## config.mk

```make
export PLATFORM = sky130hd
export DESIGN_NAME = div_unit
export DESIGN_NICKNAME = d
export VERILOG_FILES = /design/src/rtl/div_unit.sv
export SDC_FILE = /design/constraint.sdc
export NUM_CORES = 1
export LEC_CHECK = 0
export BUFFER_PORTS_ARGS = -buffer_cell sky130_fd_sc_hd__buf_2
export CORE_MARGIN = 8
export CORE_UTILIZATION = 45
export CTS_CLUSTER_SIZE = 28
export DETAILED_ROUTE_END_ITERATION = 7
export PLACE_DENSITY_LB_ADDON = 0.1
export SLEW_MARGIN = 10
export SYNTH_ARGS = -nofsm -noshare
export SYNTH_HDL_FRONTEND = slang
export SYNTH_SLANG_ARGS = --single-unit
```

## constraint.sdc

```tcl
create_clock -name clk -period 4.6 [get_ports clk]
set_clock_uncertainty 0.1 [all_clocks]
set_input_delay 0.23 -clock clk [delete_from_list [all_inputs] [get_ports clk]]
set_output_delay 0.23 -clock clk [all_outputs]
set_load 0.01 [all_outputs]
```

## src/rtl/div_unit.sv

```systemverilog
// Purpose : multi-cycle restoring divider for DIV/DIVU; result is {remainder, quotient}.
// Latency : 32 cycles from the accepting edge (1 cycle for divide-by-zero); result and ready registered.
// Backpressure: stallreq holds upstream while a request is pending; the result is held while start stays high.
//
// Ports:
//   clk, rst      - clock, synchronous active-high reset
//   start_i       - request, held until ready_o is seen
//   signed_div_i  - 1 = two's-complement divide, 0 = unsigned (sampled in IDLE)
//   annul_i       - abort an in-flight division, or block a start in IDLE
//   opdata1_i/2_i - dividend / divisor (sampled in IDLE)
//   result_o      - {remainder, quotient}
//   ready_o       - result valid
//   stallreq_o    - start_i & ~ready_o
module div_unit #(
    parameter int WIDTH = 32
) (
    input  logic               clk,
    input  logic               rst,
    input  logic               start_i,
    input  logic               signed_div_i,
    input  logic               annul_i,
    input  logic [WIDTH-1:0]   opdata1_i,
    input  logic [WIDTH-1:0]   opdata2_i,
    output logic [2*WIDTH-1:0] result_o,
    output logic               ready_o,
    output logic               stallreq_o
);

    localparam int CNT_W = $clog2(WIDTH);

    typedef enum logic [1:0] {
        S_IDLE,
        S_BYZERO,
        S_ON,
        S_END
    } state_t;

    state_t           state;
    logic [CNT_W-1:0] cnt;
    logic [WIDTH-1:0] rem;     // partial remainder
    logic [WIDTH-1:0] quo;     // dividend bits shift out the top, quotient bits shift in the bottom
    logic [WIDTH-1:0] dsr;     // divisor magnitude
    logic             neg_q;
    logic             neg_r;

    logic [WIDTH-1:0] a_abs;
    logic [WIDTH-1:0] b_abs;
    logic [WIDTH:0]   rem_sh;
    logic [WIDTH:0]   trial;
    logic             qbit;
    logic [WIDTH-1:0] rem_next;
    logic [WIDTH-1:0] quo_next;
    logic [WIDTH-1:0] q_fix;
    logic [WIDTH-1:0] r_fix;

    assign stallreq_o = start_i & ~ready_o;

    always_comb begin
        a_abs    = (signed_div_i && opdata1_i[WIDTH-1]) ? -opdata1_i : opdata1_i;
        b_abs    = (signed_div_i && opdata2_i[WIDTH-1]) ? -opdata2_i : opdata2_i;

        // One restoring step: the 33-bit shifted remainder can exceed the divisor
        // range, and the borrow out of the trial subtraction decides the quotient bit.
        rem_sh   = {rem, quo[WIDTH-1]};
        trial    = rem_sh - {1'b0, dsr};
        qbit     = ~trial[WIDTH];
        rem_next = qbit ? trial[WIDTH-1:0] : rem_sh[WIDTH-1:0];
        quo_next = {quo[WIDTH-2:0], qbit};

        // Quotient negative when signs differ; remainder follows the dividend.
        q_fix    = neg_q ? -quo_next : quo_next;
        r_fix    = neg_r ? -rem_next : rem_next;
    end

    always_ff @(posedge clk) begin
        if (rst) begin
            state    <= S_IDLE;
            cnt      <= '0;
            rem      <= '0;
            quo      <= '0;
            dsr      <= '0;
            neg_q    <= 1'b0;
            neg_r    <= 1'b0;
            result_o <= '0;
            ready_o  <= 1'b0;
        end else begin
            case (state)
                S_IDLE: begin
                    if (start_i && !annul_i) begin
                        rem   <= '0;
                        quo   <= a_abs;
                        dsr   <= b_abs;
                        neg_q <= signed_div_i & (opdata1_i[WIDTH-1] ^ opdata2_i[WIDTH-1]);
                        neg_r <= signed_div_i & opdata1_i[WIDTH-1];
                        cnt   <= '0;
                        state <= (opdata2_i == '0) ? S_BYZERO : S_ON;
                    end
                end

                S_BYZERO: begin
                    result_o <= '0;
                    ready_o  <= 1'b1;
                    state    <= S_END;
                end

                S_ON: begin
                    if (annul_i) begin
                        state <= S_IDLE;
                    end else begin
                        rem <= rem_next;
                        quo <= quo_next;
                        cnt <= cnt + 1'b1;
                        if (cnt == CNT_W'(WIDTH - 1)) begin
                            result_o <= {r_fix, q_fix};
                            ready_o  <= 1'b1;
                            state    <= S_END;
                        end
                    end
                end

                S_END: begin
                    if (!start_i) begin
                        result_o <= '0;
                        ready_o  <= 1'b0;
                        state    <= S_IDLE;
                    end
                end

                default: state <= S_IDLE;
            endcase
        end
    end

endmodule

```

* Word-level counts from Yosys, hierarchy flattened *
Index checks and enable logic that the tools add are counted.

cells by class
  $add $sub $neg = 6
  equal/unequal tests = 9
  mux-type cells = 28
  bitwise operators = 6
  reduce and logical (&&, ||, !) cells = 12

operators with widths
  cell                   count
  $mux W32               9
  $mux W64               3
  $pmux W64 S3           1
  $neg A32 Y32           4
  $pmux W32 S2           2
  $sub A33 B32 Y33       1
  $logic_not A32 Y1      1
  $mux W2                5
  $mux W5                2
  $pmux W5 S2            1
  $ne A2 B2 Y1 const B   4
  $pmux W2 S4            1
  $reduce_and A3 Y1      2
  $add A5 B1 Y5 const B  1
  $eq A5 B5 Y1 const B   1
  $eq A2 B2 Y1 const B   2
  $reduce_and A4 Y1      1
  $and A1 B1 Y1          3
  $logic_and A1 B1 Y1    3
  $mux W1                3
  $ne A3 B3 Y1 const B   1
  $pmux W1 S3            1
  $reduce_bool A3 Y1     1
  $eq A2 B1 Y1 const B   1
  other kinds (6)        7

word-level totals
  register bits = 170
  input bits = 69
  output and inout port bits = 66

* Depth between registers and ports, before layout *
Gate-level depths: netlist of the first run.

  word-level depth = 7
  depth in mapped cells = 25
  depth with buffers taken out = 22

* Worst setup path before layout of the first run *
No wires, ideal clock.

  path type = register to register
  start = register quo[31]
  end = register result_o[58]
  setup time = 0.117 ns
  arrival = 4.579 ns
  required time = 4.383 ns
  slack = -0.196 ns
  stages on the path, launching flop included = 23
  path buffers = 3
  clock period less this slack = 4.796 ns
  cells stage by stage = dfxtp_1 -> inv_1 -> ha_1 -> inv_1 -> fa_1 -> a211oi_2 -> o211ai_2 -> a211oi_2 -> o2bb2ai_1 -> a211oi_4 -> buf_6 -> clkbuf_8 -> clkbuf_1 -> mux2i_1 -> ha_1 -> nand2_1 -> nor3_1 -> mux2i_1 -> nor3_2 -> nand3_1 -> o31ai_1 -> xnor2_1 -> a22o_1

between the ends
  cells in the longest elaborated chain, start to end = 7

RTL lines
  item                    line  text
  from (decl)             41    logic [WIDTH-1:0] quo;
  from (signal assigned)  91    quo <= a_abs;
  from (signal assigned)  111   quo <= quo_next;
  $sub A33 B32 Y33        65    trial = rem_sh - {1'b0, dsr};
  $mux W32 (*)            67    rem_next = qbit ? trial[WIDTH-1:0] : rem_sh[WIDTH-1:0];
  $neg A32 Y32            72    r_fix = neg_r ? -rem_next : rem_next;
  $mux W32 (*)            72
  $mux W64 (*)            113   if (cnt == CNT_W'(WIDTH - 1)) begin
  $mux W64 (*)            107   if (annul_i) begin
  $pmux W64 S3 (*)        87    case (state)
  to (signal assigned)    114   result_o <= {r_fix, q_fix};
  to (decl)               24    output logic [2*WIDTH-1:0] result_o,

Every way passes the cells marked *; elsewhere a longest branch is shown, timed or not. The select of a mux whose other input is x is not followed.
A chain may end at the register's enable or synchronous reset.

* Worst setup path in the final report of the first run *
  start = register quo[31]
  end = register result_o[46]

The elaborated chain is that of the path after synthesis.

==> flow_metrics.tcl, run 1 <==
set metrics [dict create \
    required_ns 4.83 \
    grt_overflow 0 \
    startpoint "quo[31]" \
    async_flop_share 0 \
    worstReg2RegEnd "result_o[46]" \
    tightest_slew_ns 1.19 \
    root_buffer "clkbuf_16" \
    clk-insertion-delay-late_ns 0.44 \
    dr_wl_met3_microns 2190 \
    ys_warn_count 0 \
    synth.top_cell.area_share 0.294 \
    fin_crit_sh 0.953 \
    rr_startpoint "quo[31]" \
    setup_viol 0 \
    clk_pin_slew_ns 0.07 \
    routed_wl_microns 37200 \
    slew_viol_final 0 \
    start_util 0.458 \
    p_leak_nw 5.45 \
    core_area_sq_um 25300 \
    grt_pass1_wl_microns 58500 \
    dp_hpwl_microns 27900 \
    hold_class "input pin to register" \
    grt_pass1_vias 10500 \
    vias 11200 \
    port_buffers 134 \
    drive_gt1_frac 0.167 \
    cp-end-kind "register" \
    cts_max_path_buffers 2 \
    netlist_instances 1492 \
    finalHoldViolations 0 \
    crit_chain "inv_2 -> ha_4 -> inv_1 -> fa_2 -> a211oi_4 -> o211ai_2 -> a211oi_2 -> o2bb2ai_2 -> a211oi_4 -> mux2i_2 -> ha_4 -> nand2_1 -> nor3_2 -> mux2i_2 -> buf_4 -> buf_4 -> or2_2 -> o21ai_0 -> xnor2_1 -> a22o_1" \
    fin_crit_ns 4.39 \
    synth_largest_area_cell "dfxtp_1" \
    clock-sinks 170 \
    cp_data_arrival_time_ns 4.61 \
    power_density_nw_per_um2 310 \
    fmax_mhz 228 \
    wl_met2_microns 16000 \
    critPathMaxFanout 5 \
    grt_use_total 0.235 \
    dpl.cell_count 1889 \
    drt-initial-drc-count 942 \
    power.total_mw 4.12 \
    syn_nets 1600 \
    start_kind "register" \
    ant_nets 0 \
    syn2layout_area_growth_pct 14.8 \
    avgSynthCellArea_sq_um 7.76 \
    post_drt_wl_per_cell_microns 19.3 \
    nets 1697 \
    synth_common_cells "nor2_1, dfxtp_1, nand2_1" \
    io_pins 135 \
    synth_flop_cell "dfxtp_1" \
    synth_area_sq_um 11600 \
    htree_levels 4 \
    cts_made_buffers 17 \
    setup.worst_path.end "result_o[46]" \
    yosysUniqueCellTypes 95 \
    n_antenna_cell 0 \
    wirelength_met1_microns 18400 \
    synth_edf_count 0 \
    antenna_found_initial 0 \
    dr.max_layer_used "met4" \
    yosysMostFrequentCell "nor2_1" \
    synth_area_leaders "dfxtp_1, nor2_1, xnor2_1" \
    maxSlewHeadroom 0.204 \
    reg2regPathDepth 20 \
    row_count 58 \
    vias_per_cell 5.79 \
    ys_seq_area_frac 0.294 \
    path_class "register to register" \
    ir_drop_mv 0.221 \
    cap_violations 0 \
    gp_congestion 0.906 \
    die_h_microns 176 \
    grt_max_degree 86 \
    r2r_slack_ns 0.21 \
    slowest_stage "fa_2" \
    fp.dieArea_sq_um 31100 \
    status "finished clean" \
    fp.dieW_microns 176 \
    drc 0 \
    cts_tree "yes" \
    firstDrtPassIters 5 \
    synth-seq-cells 170 \
    finalNonFillerCells 1932 \
    slowest_delay_ns 0.39 \
]
-- per-layer routing --
layer / vias to the layer above / track usage
li1: 5603 / -
met1: 5219 / 0.338
met3: 49 / 0.0440
met2: 317 / 0.352
met5: - / 0
met4: 0 / 0.0606
-- logic make-up after synthesis --
logic type	count (synthesis)	synth area share
multiplexers	20	0.0184
XOR/XNOR	134	0.101
buffers and inverters	144	0.0562
AO/OA/AOI/OAI	445	0.269
adder cells (fa/ha/maj)	39	0.0428
flip-flops	170	0.294
AND/OR/NAND/NOR	540	0.218
-- per-stage QoR --
stage,utilization,area [sq um],setup TNS (ns),hold WS (ns),setup slack (ns)
finish,0.526,13300,0,0.0287,0.215
global route,0.526,13300,-0.0589,0.0356,-0.0312
CTS,0.520,13100,0,0.0139,0.0602
detailed placement,0.493,12400,0,0.355,0.00304
global placement,0.493,12400,0,0.345,0.153
floorplan,-,11600,0,0.266,0.0198
-- power by group --
part	internal [mW]	switching (mW)
clock	0.980	0.680
combinational	0.340	0.548
sequential	1.51	0.0562
total	2.83	1.28
-- state kept, by name, summed over array words and instances, names as in the netlist --
name,cells
neg_r,1
result_o,64
dsr,32
neg_q,1
cnt,5
state,2
quo,32
rem,32
ready_o,1
-- worst min-delay path by stage --
stage                      start  endpoint  depth (start not counted)
floorplan           opdata2_i[0]    dsr[0]                          2
global placement          cnt[4]    cnt[4]                          2
detailed placement        cnt[4]    cnt[4]                          2
CTS                 opdata2_i[5]    dsr[5]                          3
global route        opdata2_i[2]    dsr[2]                          3
finish              opdata2_i[2]    dsr[2]                          3
-- layout make-up --
cell class	count	area (sq um)
fill	2530	12000
multi-input combinational	1178	7650
sequential	170	3400
timing repair buffer	170	968
clock buffer	17	425
tap	330	413
clock inverter	15	235
inverter	52	195
-- what timing repair did --
action | in CTS | in global routing
endpoints found under the setup margin | 2 | 17
buffers inserted | 3 | 7
hold endpoints to repair | 2 | 0
resized for setup | 0 | 24
pin swaps | 1 | 12
hold buffers | 2 | 0
-- critical path: cells and delay by family (launching register included) --
family,cells,cell delay (ns)
flip-flops,1,0.34
multiplexers,2,0.48
adder cells (fa/ha/maj),3,0.72
XOR/XNOR,1,0.11
AO/OA/AOI/OAI,7,1.57
AND/OR/NAND/NOR,3,0.54
buffers and inverters,4,0.41
-- layout by cell type, fill, tap and decap left out, types with 6 or more instances in the layout --
master	count
nand3b_1	6
o31ai_1	19
xor2_1	39
nand4_1	7
nand2_1	121
nor3_1	41
o41ai_1	9
buf_4	33
a22o_1	33
dfxtp_1	169
nor4_1	13
nor2_1	232
and4_1	7
and2_1	7
or4_1	10
a21o_1	11
a21oi_1	116
nand3_1	13
and3_1	11
ha_1	36
a211oi_1	57
buf_2	133
clkbuf_16	17
o21a_1	6
inv_1	50
nand2b_1	10
o21ai_0	51
mux2i_1	10
mux2_2	7
xnor2_1	95
a22oi_1	52
o21ai_1	6
a31oi_1	7
a311oi_1	11
or3_1	20
Power figures use the tool's default switching activity.
==> run 2: changes to the inputs <==
--- a/config.mk
+++ b/config.mk
@@ -11,6 +11,7 @@
 export CTS_CLUSTER_SIZE = 28
 export DETAILED_ROUTE_END_ITERATION = 7
 export PLACE_DENSITY_LB_ADDON = 0.1
+export REMOVE_ABC_BUFFERS = 1
 export SLEW_MARGIN = 10
 export SYNTH_ARGS = -nofsm -noshare
 export SYNTH_HDL_FRONTEND = slang
==> run 2 against run 1 <==
Against the previous run:
- routed wire length down 6.6%
- sequential cell count stayed put
- register-to-register slack worse by 0.03 ns
- largest power group is now sequential cells
- combinational power fell by 2.7%
- clock-buffer cell count increased by 1
- core utilization down 0.38 points
- critical path depth fell by 2
- worst hold slack lost 0.015 ns
==> flow_metrics.tcl, run 2 (synthesis results as in run 1) <==
set metrics [dict create \
    status "finished clean" \
    syn2layout_area_growth_pct 14.0 \
    htree_levels 4 \
    start_util 0.458 \
    critPathMaxFanout 28 \
    slew_viol_final 0 \
    row_count 58 \
    ir_drop_mv 0.182 \
    required_ns 4.82 \
    fin_crit_sh 0.961 \
    setup_tns_ns 0 \
    vias_per_cell 5.75 \
    clk_pin_slew_ns 0.07 \
    tightest_slew_ns 1.22 \
    firstDrtPassIters 5 \
    grt_max_degree 74 \
    multi_input_area_sq_um 7640 \
    finalHoldViolations 0 \
    grt_pass1_wl_microns 56000 \
    power_density_nw_per_um2 300 \
    hold_class "input pin to register" \
    dpl.cell_count 1892 \
    clock-sinks 170 \
    ant_nets 0 \
    cap_violations 0 \
    regArea_sq_um 3400 \
    vias 11100 \
    gp_congestion 0.901 \
    finalNonFillerCells 1929 \
    routed_wl_microns 34800 \
    drc 0 \
    drive_gt1_frac 0.164 \
    holdWs_ns 0.0141 \
    dp_hpwl_microns 25700 \
    setup_viol 0 \
    fp.dieArea_sq_um 31100 \
    fin_crit_ns 4.42 \
    stdcell_area_sq_um 13200 \
    cts_made_buffers 17 \
    n_antenna_cell 0 \
    cp_data_arrival_time_ns 4.64 \
    path_class "register to register" \
    port_buffers 134 \
    die_h_microns 176 \
    placed_cell_area_sq_um 12400 \
    p_leak_nw 5.41 \
    post_drt_wl_per_cell_microns 18.0 \
    root_buffer "clkbuf_16" \
    largest_register "result_o" \
    antenna_found_initial 0 \
    cts_max_path_buffers 2 \
    cts_tree "yes" \
    maxSlewHeadroom 0.182 \
    start_kind "register" \
    nets 1694 \
    fp.dieW_microns 176 \
    grt_use_total 0.219 \
    grt_pass1_vias 10600 \
    largest_register_ffs 64 \
    rsz0062_at_grt "true" \
    io_pins 135 \
    layout_commonest_cell "nor2_1" \
    clk-insertion-delay-late_ns 0.44 \
    fmax_mhz 226 \
    cp-end-kind "register" \
    core_area_sq_um 25300 \
    grt_overflow 0 \
    fillers 2513 \
    drt-initial-drc-count 760 \
    layout_common_cells "nor2_1, dfxtp_1, buf_2" \
]
run 2: cell types whose count changed in the layout (fill, tap and decap cells not counted), moves of 2 or more:
cell	before	now
bufinv_16	5	2
buf_4	33	31
clkinv_8	0	2
o21ai_0	51	48
clkinv_2	2	0
clkinvlp_4	0	2
o21ai_1	6	10
run 2: layer usage:
metal	GRT usage	wire length, microns	part of all wire
met5	0	0	0
met4	0.0764	897	0.026
met3	0.0293	1660	0.048
met2	0.350	15700	0.45
met1	0.300	16500	0.47
run 2: stage by stage:
stage / total power, mW / utilization / setup WS, ns
4_1_cts: 3.96 / 0.518 / 0.0259
2_1_floorplan: 2.16 / - / -3.65
3_5_place_dp: 2.43 / 0.493 / 0.0949
3_3_place_gp: 2.42 / 0.493 / 0.209
6_report: 3.95 / 0.523 / 0.180
5_1_grt: 4.14 / 0.523 / -0.0247
run 2: critical path, cell delays in order (launching register included):
cell	delay, ns
dfxtp_1	0.33
inv_1	0.07
ha_1	0.17
inv_1	0.06
fa_2	0.41
a211oi_4	0.29
o211ai_2	0.14
a211oi_2	0.33
buf_4	0.18
a2bb2oi_2	0.20
a211oi_4	0.12
inv_2	0.13
buf_6	0.25
and3_1	0.24
nand4_1	0.15
or4_4	0.51
o41ai_2	0.33
xnor2_1	0.09
a22o_1	0.19
run 2: final cells by class:
type | count | share of cell area
multi-input cells | 1178 | 0.579
flip-flops and latches | 170 | 0.258
repair buffers | 167 | 0.0704
clock buffers | 18 | 0.0325
well taps | 330 | 0.0313
inverters | 52 | 0.0148
clock inverters | 14 | 0.0140
run 2: final timing paths:
path                            cells past startpoint  slack, ns      endpoint           from
worst min register to register                      2       0.35       dsr[26]        dsr[26]
worst max register to register                     18       0.18  result_o[31]        quo[31]
worst max-delay path                               18       0.18  result_o[31]        quo[31]
worst min-delay path                                4       0.01       dsr[15]  opdata2_i[15]
run 2: power by group:
group	leakage, nW	internal [mW]	switching, mW
Sequential	1.38	1.51	0.0495
Clock	0.293	0.828	0.698
Combinational	3.73	0.335	0.529
run 2: what timing repair did:
action,in CTS,in global routing
endpoints found under the hold margin,2,0
setup buffers,0,3
setup endpoints to repair,0,20
hold buffers,2,0
gates resized for setup,0,24
==> run 3: changes to the inputs <==
--- a/config.mk
+++ b/config.mk
@@ -12,6 +12,7 @@
 export DETAILED_ROUTE_END_ITERATION = 7
 export PLACE_DENSITY_LB_ADDON = 0.1
 export REMOVE_ABC_BUFFERS = 1
+export SETUP_SLACK_MARGIN = 0.2
 export SLEW_MARGIN = 10
 export SYNTH_ARGS = -nofsm -noshare
 export SYNTH_HDL_FRONTEND = slang
==> run 3 against run 2 <==
Against the previous run:
- setup slack improved by 0.18 ns
- first-iteration DRC count increased by 3.7%
- clock power barely moved
- sequential share of layout area fell by 0.24 points
- maximum frequency is 4.2% higher
- via count grew 0.34%
- die area is the same
- critical path depth rose by 6
- largest power group unchanged
==> flow_metrics.tcl, run 3 (synthesis results as in run 1) <==
set metrics [dict create \
    firstDrtPassIters 5 \
    largest_register_ffs 64 \
    grt_use_total 0.220 \
    setup_viol 0 \
    power_density_nw_per_um2 299 \
    grt_max_degree 74 \
    cts_made_buffers 17 \
    core_area_sq_um 25300 \
    dp_hpwl_microns 25700 \
    grt_pass1_vias 10600 \
    path_class "register to register" \
    drive_gt1_frac 0.173 \
    met1_usage 0.300 \
    tightest_slew_ns 1.32 \
    fillers 2507 \
    met2_usage 0.350 \
    finalWorstSetupSlack_ns 0.359 \
    largest_register "result_o" \
    clock-sinks 170 \
    cts_tree "yes" \
    clk-insertion-delay-late_ns 0.44 \
    cap_violations 0 \
    nets 1700 \
    slew_viol_final 0 \
    vias 11100 \
    dp_slack_ns 0.0949 \
    finalNonFillerCells 1935 \
    port_buffers 134 \
    fin_crit_ns 4.24 \
    finalHoldViolations 0 \
    cp_data_arrival_time_ns 4.47 \
    hold_class "input pin to register" \
    clk_pin_slew_ns 0.07 \
    fin_crit_sh 0.922 \
    status "finished clean" \
    setup_tns_ns 0 \
    layout_commonest_cell "nor2_1" \
    die_h_microns 176 \
    start_util 0.458 \
    htree_levels 4 \
    slowest_delay_ns 0.37 \
    required_ns 4.83 \
    fp.dieArea_sq_um 31100 \
    n_antenna_cell 0 \
    drc 0 \
    dpl.cell_count 1892 \
    grt_overflow 0 \
    maxSlewHeadroom 0.113 \
    grt.busiest_layer "met2" \
    ir_drop_mv 0.183 \
    post_drt_wl_per_cell_microns 18.1 \
    antenna_found_initial 0 \
    rsz0062_at_grt "false" \
    syn2layout_area_growth_pct 15.1 \
    grt_pass1_wl_microns 56200 \
    cp-end-kind "register" \
    row_count 58 \
    fmax_mhz 236 \
    routed_wl_microns 35000 \
    p_leak_nw 5.43 \
    ant_nets 0 \
    slowest_stage "fa_2" \
    cts_max_path_buffers 2 \
    layout_common_cells "nor2_1, dfxtp_1, buf_2" \
    fp.dieW_microns 176 \
    grtUsageMet3 0.0293 \
    drt-initial-drc-count 788 \
    vias_per_cell 5.76 \
    root_buffer "clkbuf_16" \
    critPathMaxFanout 5 \
    gp_congestion 0.901 \
    io_pins 135 \
    crit_chain "inv_2 -> ha_2 -> inv_1 -> fa_2 -> a211oi_4 -> o211ai_2 -> a211oi_2 -> buf_4 -> a2bb2oi_4 -> a211oi_4 -> inv_2 -> buf_6 -> o21ai_2 -> inv_1 -> ha_2 -> nand2_1 -> nor3_2 -> mux2i_2 -> nor3_2 -> buf_4 -> nand3_1 -> o31ai_2 -> xnor2_1 -> a22o_1" \
    start_kind "register" \
]
## run 3: layer usage
layer | vias to the layer above | wire length [microns]
li1 | 5599 | -
met1 | 5236 | 16900
met2 | 254 | 15700
met3 | 50 | 1380
met4 | 0 | 914
met5 | - | 0
## run 3: area by class of cell
cell class / count / area, sq um / area share
clock inverter: 14 / 185 / 0.0139
clock buffer: 18 / 429 / 0.0322
timing repair buffer: 173 / 982 / 0.0737
sequential: 170 / 3400 / 0.256
multi-input combinational: 1178 / 7710 / 0.579
inverter: 52 / 195 / 0.0147
tap: 330 / 413 / 0.0310
## run 3: report_power, final
part | total (mW) | internal [mW] | switching, mW
logic | 0.887 | 0.349 | 0.537
clock network | 1.53 | 0.828 | 0.702
registers | 1.56 | 1.51 | 0.0506
## run 3: worst max-delay path, delay by kind of cell, from the launching register on
| kind | cells | cell delay (ns) |
|---|---|---|
| compound gates | 8 | 1.42 |
| fa+ha+maj | 3 | 0.72 |
| xor+xnor | 1 | 0.09 |
| buf+inv | 7 | 0.83 |
| mux | 1 | 0.11 |
| flops | 1 | 0.34 |
| simple gates | 4 | 0.54 |
## run 3: what timing repair did
action                                  CTS  global route
hold buffers                              2             0
gates resized for setup                  10            29
endpoints found under the setup margin    9            23
pin swaps                                 7            13
hold endpoints to repair                  2             0
setup buffers                             2             7
gates cloned                              0             0
## run 3: worst paths after layout
check / end / slack (ns) / from / cells past startpoint
setup / recovery: result_o[62] / 0.36 / quo[31] / 24
hold / removal: dsr[0] / 0.007 / opdata2_i[0] / 3
setup reg to reg: result_o[62] / 0.36 / quo[31] / 24
hold reg to reg: dsr[26] / 0.35 / dsr[26] / 2
## run 3: per-stage QoR
step | util | total power, mW | hold WS [ns] | area, sq um
after floorplan | - | 2.16 | 0.199 | 11100
after global placement | 0.493 | 2.42 | 0.343 | 12400
after detailed placement | 0.493 | 2.43 | 0.346 | 12400
after CTS | 0.520 | 3.96 | 0.00328 | 13100
after global routing | 0.528 | 4.16 | 0.0149 | 13300
final | 0.528 | 3.98 | 0.00661 | 13300
